File: config.mk
export PLATFORM = sky130hd
export DESIGN_NAME = alu_rsp_deser
export DESIGN_NICKNAME = d
export VERILOG_FILES = /design/src/rtl/alu_rsp_deser.sv
export SDC_FILE = /design/constraint.sdc
export NUM_CORES = 1
export LEC_CHECK = 0
export BUFFER_PORTS_ARGS = -buffer_cell sky130_fd_sc_hd__buf_2
export CORE_MARGIN = 1
export CORE_UTILIZATION = 30
export CTS_BUF_LIST = sky130_fd_sc_hd__clkbuf_8 sky130_fd_sc_hd__clkbuf_16
export DETAILED_ROUTE_END_ITERATION = 8
export MAX_ROUTING_LAYER = met4
export SKIP_CTS_REPAIR_TIMING = 1
export SLEW_MARGIN = 0
export SYNTH_ARGS = -nofsm -noshare
export SYNTH_HDL_FRONTEND = slang
export SYNTH_SLANG_ARGS = --single-unit
File: constraint.sdc
create_clock -name clk -period 3.6 [get_ports clk]
set_input_delay 0.36 -clock clk [delete_from_list [all_inputs] [get_ports clk]]
set_output_delay 0.36 -clock clk [all_outputs]
set_load 0.01 [all_outputs]
File: src/rtl/alu_rsp_deser.sv
// Serial ALU response receiver: deserialises 11-bit packets from sout, rebuilds
// frames and holds one decoded response. Optional CRC check: ALU_RSP_CRC_CHECK_EN.
module alu_rsp_deser #(
  parameter int DATA_BYTES = 4
) (
  input  logic                    clk,
  input  logic                    rst,
  input  logic                    sout,
  input  logic                    rsp_ready,
  output logic                    rsp_valid,
  output logic [8*DATA_BYTES-1:0] rsp_data,
  output logic [3:0]              rsp_flags,
  output logic [2:0]              rsp_crc,
  output logic                    rsp_is_err,
  output logic [2:0]              rsp_err_flags,
  output logic                    rsp_crc_ok,
  output logic                    rsp_frame_err,
  output logic                    ovf
);

  localparam int W  = 8 * DATA_BYTES;
  localparam int CW = $clog2(DATA_BYTES + 1);
  localparam logic [CW-1:0] FULL = CW'(DATA_BYTES);

  typedef enum logic {IDLE, RECV} state_t;

  state_t      state;
  logic [3:0]  bit_cnt;
  logic [8:0]  shreg;
  logic        pkt_valid;
  logic        pkt_type;
  logic        pkt_stop;
  logic [7:0]  pkt_payload;

  // Counter 0..8 captures type and payload; at 9 the stop bit is on sout.
  always_ff @(posedge clk) begin
    if (rst) begin
      state       <= IDLE;
      bit_cnt     <= '0;
      shreg       <= '0;
      pkt_valid   <= 1'b0;
      pkt_type    <= 1'b0;
      pkt_stop    <= 1'b0;
      pkt_payload <= '0;
    end else begin
      pkt_valid <= 1'b0;
      case (state)
        IDLE: begin
          if (!sout) begin
            state   <= RECV;
            bit_cnt <= '0;
          end
        end
        RECV: begin
          if (bit_cnt == 4'd9) begin
            state       <= IDLE;
            pkt_valid   <= 1'b1;
            pkt_type    <= shreg[8];
            pkt_payload <= shreg[7:0];
            pkt_stop    <= sout;
          end else begin
            shreg   <= {shreg[7:0], sout};
            bit_cnt <= bit_cnt + 4'd1;
          end
        end
        default: state <= IDLE;
      endcase
    end
  end

`ifdef ALU_RSP_CRC_CHECK_EN
  // x^3+x+1, init 0, message shifted in MSB first.
  function automatic logic [2:0] crc3(input logic [W+4:0] msg);
    logic [2:0] c;
    logic       fb;
    c = 3'b000;
    for (int i = W + 4; i >= 0; i--) begin
      fb = msg[i] ^ c[2];
      c  = {c[1], c[0] ^ fb, fb};
    end
    return c;
  endfunction
`endif

  logic [CW-1:0] data_cnt;
  logic [W-1:0]  data_q;

  logic          frame_done;
  logic [W-1:0]  f_data;
  logic [3:0]    f_flags;
  logic [2:0]    f_crc;
  logic          f_is_err;
  logic [2:0]    f_err_flags;
  logic          f_crc_ok;
  logic          f_frame_err;

  always_comb begin
    frame_done  = 1'b0;
    f_data      = '0;
    f_flags     = '0;
    f_crc       = '0;
    f_is_err    = 1'b0;
    f_err_flags = '0;
    f_frame_err = 1'b0;
    if (pkt_valid) begin
      if (!pkt_stop) begin
        frame_done  = 1'b1;
        f_data      = data_q;
        f_frame_err = 1'b1;
      end else if (!pkt_type) begin
        if (data_cnt == FULL) begin
          frame_done  = 1'b1;
          f_data      = data_q;
          f_frame_err = 1'b1;
        end
      end else if (!pkt_payload[7]) begin
        frame_done  = 1'b1;
        f_data      = data_q;
        f_flags     = pkt_payload[6:3];
        f_crc       = pkt_payload[2:0];
        f_frame_err = (data_cnt != FULL);
      end else begin
        frame_done  = 1'b1;
        f_is_err    = 1'b1;
        f_err_flags = pkt_payload[6:4];
        f_frame_err = (data_cnt != '0) || (pkt_payload[6:4] != pkt_payload[3:1]) ||
                      (pkt_payload[0] != ^{1'b1, pkt_payload[6:4], pkt_payload[3:1]});
      end
    end
`ifdef ALU_RSP_CRC_CHECK_EN
    f_crc_ok = f_is_err || (crc3({f_data, 1'b0, f_flags}) == f_crc);
`else
    f_crc_ok = 1'b1;
`endif
  end

  // Bytes are placed by arrival index so missing trailing bytes stay zero.
  always_ff @(posedge clk) begin
    if (rst) begin
      data_cnt <= '0;
      data_q   <= '0;
    end else if (frame_done) begin
      data_cnt <= '0;
      data_q   <= '0;
    end else if (pkt_valid && pkt_stop && !pkt_type) begin
      for (int i = 0; i < DATA_BYTES; i++) begin
        if (data_cnt == CW'(i)) data_q[8*(DATA_BYTES-1-i) +: 8] <= pkt_payload;
      end
      data_cnt <= data_cnt + 1'b1;
    end
  end

  always_ff @(posedge clk) begin
    if (rst) begin
      rsp_valid     <= 1'b0;
      rsp_data      <= '0;
      rsp_flags     <= '0;
      rsp_crc       <= '0;
      rsp_is_err    <= 1'b0;
      rsp_err_flags <= '0;
      rsp_crc_ok    <= 1'b0;
      rsp_frame_err <= 1'b0;
      ovf           <= 1'b0;
    end else begin
      ovf <= 1'b0;
      if (frame_done) begin
        if (!rsp_valid || rsp_ready) begin
          rsp_valid     <= 1'b1;
          rsp_data      <= f_data;
          rsp_flags     <= f_flags;
          rsp_crc       <= f_crc;
          rsp_is_err    <= f_is_err;
          rsp_err_flags <= f_err_flags;
          rsp_crc_ok    <= f_crc_ok;
          rsp_frame_err <= f_frame_err;
        end else begin
          ovf <= 1'b1;
        end
      end else if (rsp_ready) begin
        rsp_valid <= 1'b0;
      end
    end
  end

endmodule

# Word level (Yosys, flattened, before mapping)
# Index checks and enable logic that the tools add are counted.
# Widths: inputs -> output; s select.
dict set report op_classes {
  n_bitwise 3
  reduce_logical 23
  n_addsub 2
  n_mux 40
  n_eq_ne 11
}
# cell count
set ops {}
lappend ops {{$mux 32} 5}
lappend ops {{$mux 3} 8}
lappend ops {{$mux 4} 6}
lappend ops {{$mux 1} 19}
lappend ops {{$reduce_and 2->1} 9}
lappend ops {{$pmux 4 s2} 1}
lappend ops {{$reduce_xor 7->1} 1}
lappend ops {{$eq 3x2->1 const B} 2}
lappend ops {{$reduce_or 2->1} 3}
lappend ops {{$add 4x1->4 const B} 1}
lappend ops {{$eq 4x4->1 const B} 1}
lappend ops {{$ne 2x2->1 const B} 2}
lappend ops {{$add 3x1->3 const B} 1}
lappend ops {{$eq 3x1->1 const B} 1}
lappend ops {{$eq 3x3->1 const B} 1}
lappend ops {{$logic_not 3->1} 1}
lappend ops {{$logic_or 1x1->1} 3}
lappend ops {{$ne 3x3->1} 1}
lappend ops {{$ne 3x3->1 const B} 1}
lappend ops {{$not 1->1} 3}
lappend ops {{$reduce_bool 3->1} 1}
lappend ops {{$logic_and 1x1->1} 2}
lappend ops {{$logic_not 1->1} 2}
lappend ops {{$ne 2x1->1 const B} 1}
lappend ops {{other kinds (3)} 3}
dict set report totals {
  output_inout_bits 47
  elab_cells 100
  input_bits 4
  register_bits 107
}

# Depth between registers and ports, before layout
dict set report logic_depth {
  depth_word 7
  mapped_depth 8
  depth_no_buf 6
}

# Worst setup path before layout
# No wires, ideal clock.
dict set report synth_timing {
  path_type {register to register}
  from {reg data_cnt[0]}
  to {reg rsp_data[12]}
  arrival_time_ns 1.432
  n_path_buf 2
  synth_period_minus_slack_ns 1.575
  path_slack_ns 2.025
  setup_time_ns 0.143
  stages_incl_launch_ff 9
  required_time_ns 3.457
  path_cell_list {dfxtp_1 -> inv_1 -> ha_1 -> and2_4 -> o211a_1 -> buf_6 -> buf_12 -> nand3_2 -> a21oi_2}
}
dict set report synth_via {
  elab_chain_len 6
  word_cells_on_any_way 10
  classes_between {eq/ne: 1; mux: 8; reduce/logical: 1}
}
# element line
set synth_lines {}
lappend synth_lines {{start: declaration} 85} ;# logic [CW-1:0] data_cnt;
lappend synth_lines {{start signal: assignment} 149} ;# data_cnt <= data_cnt + 1'b1;
lappend synth_lines {{$eq 3x3->1 (*)} 111} ;# if (data_cnt == FULL) begin
lappend synth_lines {{$mux 1} 111}
lappend synth_lines {{$mux 1} 110} ;# end else if (!pkt_type) begin
lappend synth_lines {{$mux 1} 106} ;# if (!pkt_stop) begin
lappend synth_lines {{$mux 1} 105} ;# if (pkt_valid) begin
lappend synth_lines {{$reduce_and 2->1 (no line)} --}
lappend synth_lines {{end signal: assignment} 169} ;# rsp_data <= f_data;
lappend synth_lines {{end: declaration} 11} ;# output logic [8*DATA_BYTES-1:0] rsp_data,
# Mark *: on every way between the ends. The rest lies on a longest branch, timed or not.
# A chain may end at the register's enable or synchronous reset.

# Final worst setup path
dict set report layout_timing {
  from {reg data_cnt[0]}
  to {reg rsp_err_flags[1]}
}
dict set report layout_via {
  elab_chain_len 6
}
# element line
set layout_lines {}
lappend layout_lines {{$eq 3x3->1} 111}
lappend layout_lines {{$mux 1} 111}
lappend layout_lines {{$mux 1} 110}
lappend layout_lines {{$mux 1} 106}
lappend layout_lines {{$mux 1} 105}
lappend layout_lines {{$reduce_and 2->1 (no line)} --}
lappend layout_lines {{end signal: assignment} 173} ;# rsp_err_flags <= f_err_flags;
lappend layout_lines {{end: declaration} 15} ;# output logic [2:0] rsp_err_flags,
# Every way passes these cells.

==> metrics.txt <==
outcome=finished, final reports clean; Clock Skews=9.501 ps; Remaining DRCs=0; CP Max Fanout=23; Hold Crit Start=sout; Netlist cell types=47; FF-to-FF End=rsp_err_flags[1]$_SDFFE_PP0P_; Gate Count Post-Synth=slightly below 500; vias per inst=around 4.8; share of layout cells above drive strength 1=0.2687; Pre-antenna DRT Iters=5; most frequent cell after synthesis=dfxtp_1; Top FF cell, synth=dfxtp_1; max cap viols=0; IO buf count=50; final core occ=0.3464; # IOs=roughly 50; vias in the first global route=between 3k and 4k; diode count=0; async set or reset register ratio after synthesis=0; Critical-path top delay cell=o211a_1; Clk Latency, worst-skew pair=roughly 350 ps; core area=~0.014 mm2; DP HPWL=between 6 and 7 mm; CP Data Required Time=3880 ps; largest net degree at the start of global routing=37; fin crit share=0.7142; largest cells by area after synthesis=dfxtp_1, nand2_1, nand3_2; std cell rows=44; Area growth, synth to finish=12.77%; Clock Tree Buf Depth=2; crit path buf inv count=2; worst endpoint data arrival time=2850 ps; DIE HEIGHT=123.8 um; die area=between 0.015 and 0.02 mm2; Worst Setup End Kind=register; Warnings, synthesis=0; Vias=about 3.4k; min-delay worst type=primary input to register; Num CTS Buffers=9; number of stages on the worst setup path=7; Die Wd=around 120 um; Crit path largest cell delay=approximately 860 ps; R2R setup slack=slightly above 1000 ps; clk sinks=107; Worst path top cell family by delay=compound AO/OA/AOI/OAI gates; CTS tree=yes; Slew @ Worst Pin=~1000 ps; Worst-path clk slew=70 ps; CP Launch Type=register; NumNets Final=~530; placer's final routability congestion estimate=just over 0.8; routed wire length per instance=around 14 um; Fin. Hold Viols=0; Worst VDD drop=approximately 0.20 mV; Synth top area share=0.4816; reg2reg start=data_cnt[0]$_SDFFE_PP0P_; total gr overflow=0; CP Launch Point=data_cnt[0]$_SDFFE_PP0P_; fin crit period=2571 ps; Setup crit end=rsp_err_flags[1]$_SDFFE_PP0P_; Worst R2R Path Depth=7; Initial Utilization=0.3072; post-route ant nets=0; P per Cell Area=443.8 mW/mm2; Avg Inst Size Synth=~9 um2; post-synth design cell area=around 0.0044 mm2; Max H-tree Level=3; crit path cell chain=inv_1, ha_1, and2_4, o211a_1, buf_4, nand3_2, a21oi_2; synthesized flop and latch total=about 110; antenna violations before repair=0; Rel. slew slack=0.3049; total wire length after detailed routing=roughly 9.6 mm; Setup Crit Path Kind=register to register; Pins Over Slew Limit=0; DRT iter0 DRCs=between 150 and 200; FILL cells=around 1.5k; Synth area leader=dfxtp_1; total track usage=0.1353; register area share after synthesis=0.4816; P_leak=0.001725 uW; syn nets=roughly 500; Post-synth EDFFs=0; top cells by count, synth=dfxtp_1, nand2_1, a21oi_1; Hold Path Stages=3; RSZ-0062 raised after global routing=false; setup TNS=0 ps; Root Driver=clkbuf_16; first-pass GRT wire length=between 15 and 20 mm; fmax=389.0 MHz; count of final setup violators=0
[state kept, by name, indices dropped and copies added, names as in the netlist]
| signal | flops |
|---|---|
| data_q | 32 |
| rsp_data | 32 |
| shreg | 9 |
| pkt_payload | 8 |
| bit_cnt | 4 |
| rsp_flags | 4 |
| data_cnt | 3 |
| rsp_crc | 3 |
| rsp_err_flags | 3 |
| ovf | 1 |
| pkt_stop | 1 |
| pkt_type | 1 |
| pkt_valid | 1 |
| rsp_crc_ok | 1 |
| rsp_frame_err | 1 |
| rsp_is_err | 1 |
| rsp_valid | 1 |
| state | 1 |
[cell usage in the layout (no fill, tap or decap), types with 2 or more instances in the layout]
master      instances
or2_2               3
a21oi_2            28
a22oi_1             7
nand3b_1            2
inv_1               6
mux2i_1             8
clkbuf_16           9
buf_4               8
nor3_1              4
buf_2              50
ha_1                7
xnor2_1             4
nor2_1             27
nand3_1            31
clkinvlp_4          3
nand3_2            28
dfxtp_1           107
a21oi_1            53
nand2_1           104
a32oi_1             3
and2_1              2
nand2b_1            2
[layout make-up]
type | count | area (um2) | share of cell area
Tap cell | 184 | 230.2 | 0.04590
Clock inverter | 5 | 61.31 | 0.01222
Sequential cell | 107 | 2142 | 0.4270
Multi-Input combinational cell | 335 | 2011 | 0.4008
Timing Repair Buffer | 58 | 310.3 | 0.06186
Clock buffer | 10 | 239.0 | 0.04764
Inverter | 6 | 22.52 | 0.004490
[worst min path at each step]
stage / end / slack [ps]
global route: shreg[0]$_SDFFE_PP0P_ / 320
global placement: pkt_type$_SDFFE_PP0P_ / 450
floorplan: pkt_type$_SDFFE_PP0P_ / 430
detailed placement: rsp_data[25]$_SDFFE_PP0P_ / 450
finish: shreg[0]$_SDFFE_PP0P_ / 320
CTS: shreg[0]$_SDFFE_PP0P_ / 330
[where the power goes]
group          internal [uW]  switching [uW]  leakage, uW
Combinational           12.4            32.3     0.000726
Sequential              1190            4.12     0.000862
Clock                    557             435     0.000137
Total                   1760             471      0.00172
[stage by stage]
step / instances / total power, uW / hold slack [ps] / setup WS [ps] / cell area, um2
floorplan: 488 / 1253 / 431.5 / 2025 / 4448
global placement: 690 / 1261 / 446.6 / 1137 / 4716
detailed placement: 690 / 1263 / 449.1 / 1050 / 4716
CTS: 705 / 2247 / 325.7 / 1027 / 5016
global route: 705 / 2303 / 320.4 / 911.6 / 5016
finish: 705 / 2226 / 320.0 / 1029 / 5016
[cells by family (layout without fill, tap and decap cells)]
group           count (synthesis)  after routing  synth area share
flops                         107            107            0.4816
compound gates                100            100            0.1513
buf+inv                        46             79           0.06638
mux                             9              9           0.02053
simple gates                  215            215            0.2526
xor+xnor                        4              4          0.007875
fa+ha+maj                       7              7           0.01969
[tightest hold or removal path, cell delays in order]
cell and delay, ps:
buf_2 130, nand3_1 70, a21oi_1 60
[metal layers]
metal	vias up	track usage	part of all wire	routed length, um
li1	1700	-	-	-
met1	1578	0.1548	0.44	4245
met2	65	0.2253	0.49	4702
met3	11	0.03434	0.052	499
met4	0	0.05422	0.016	150
met5	-	-	0	0
Power figures use the tool's default switching activity.
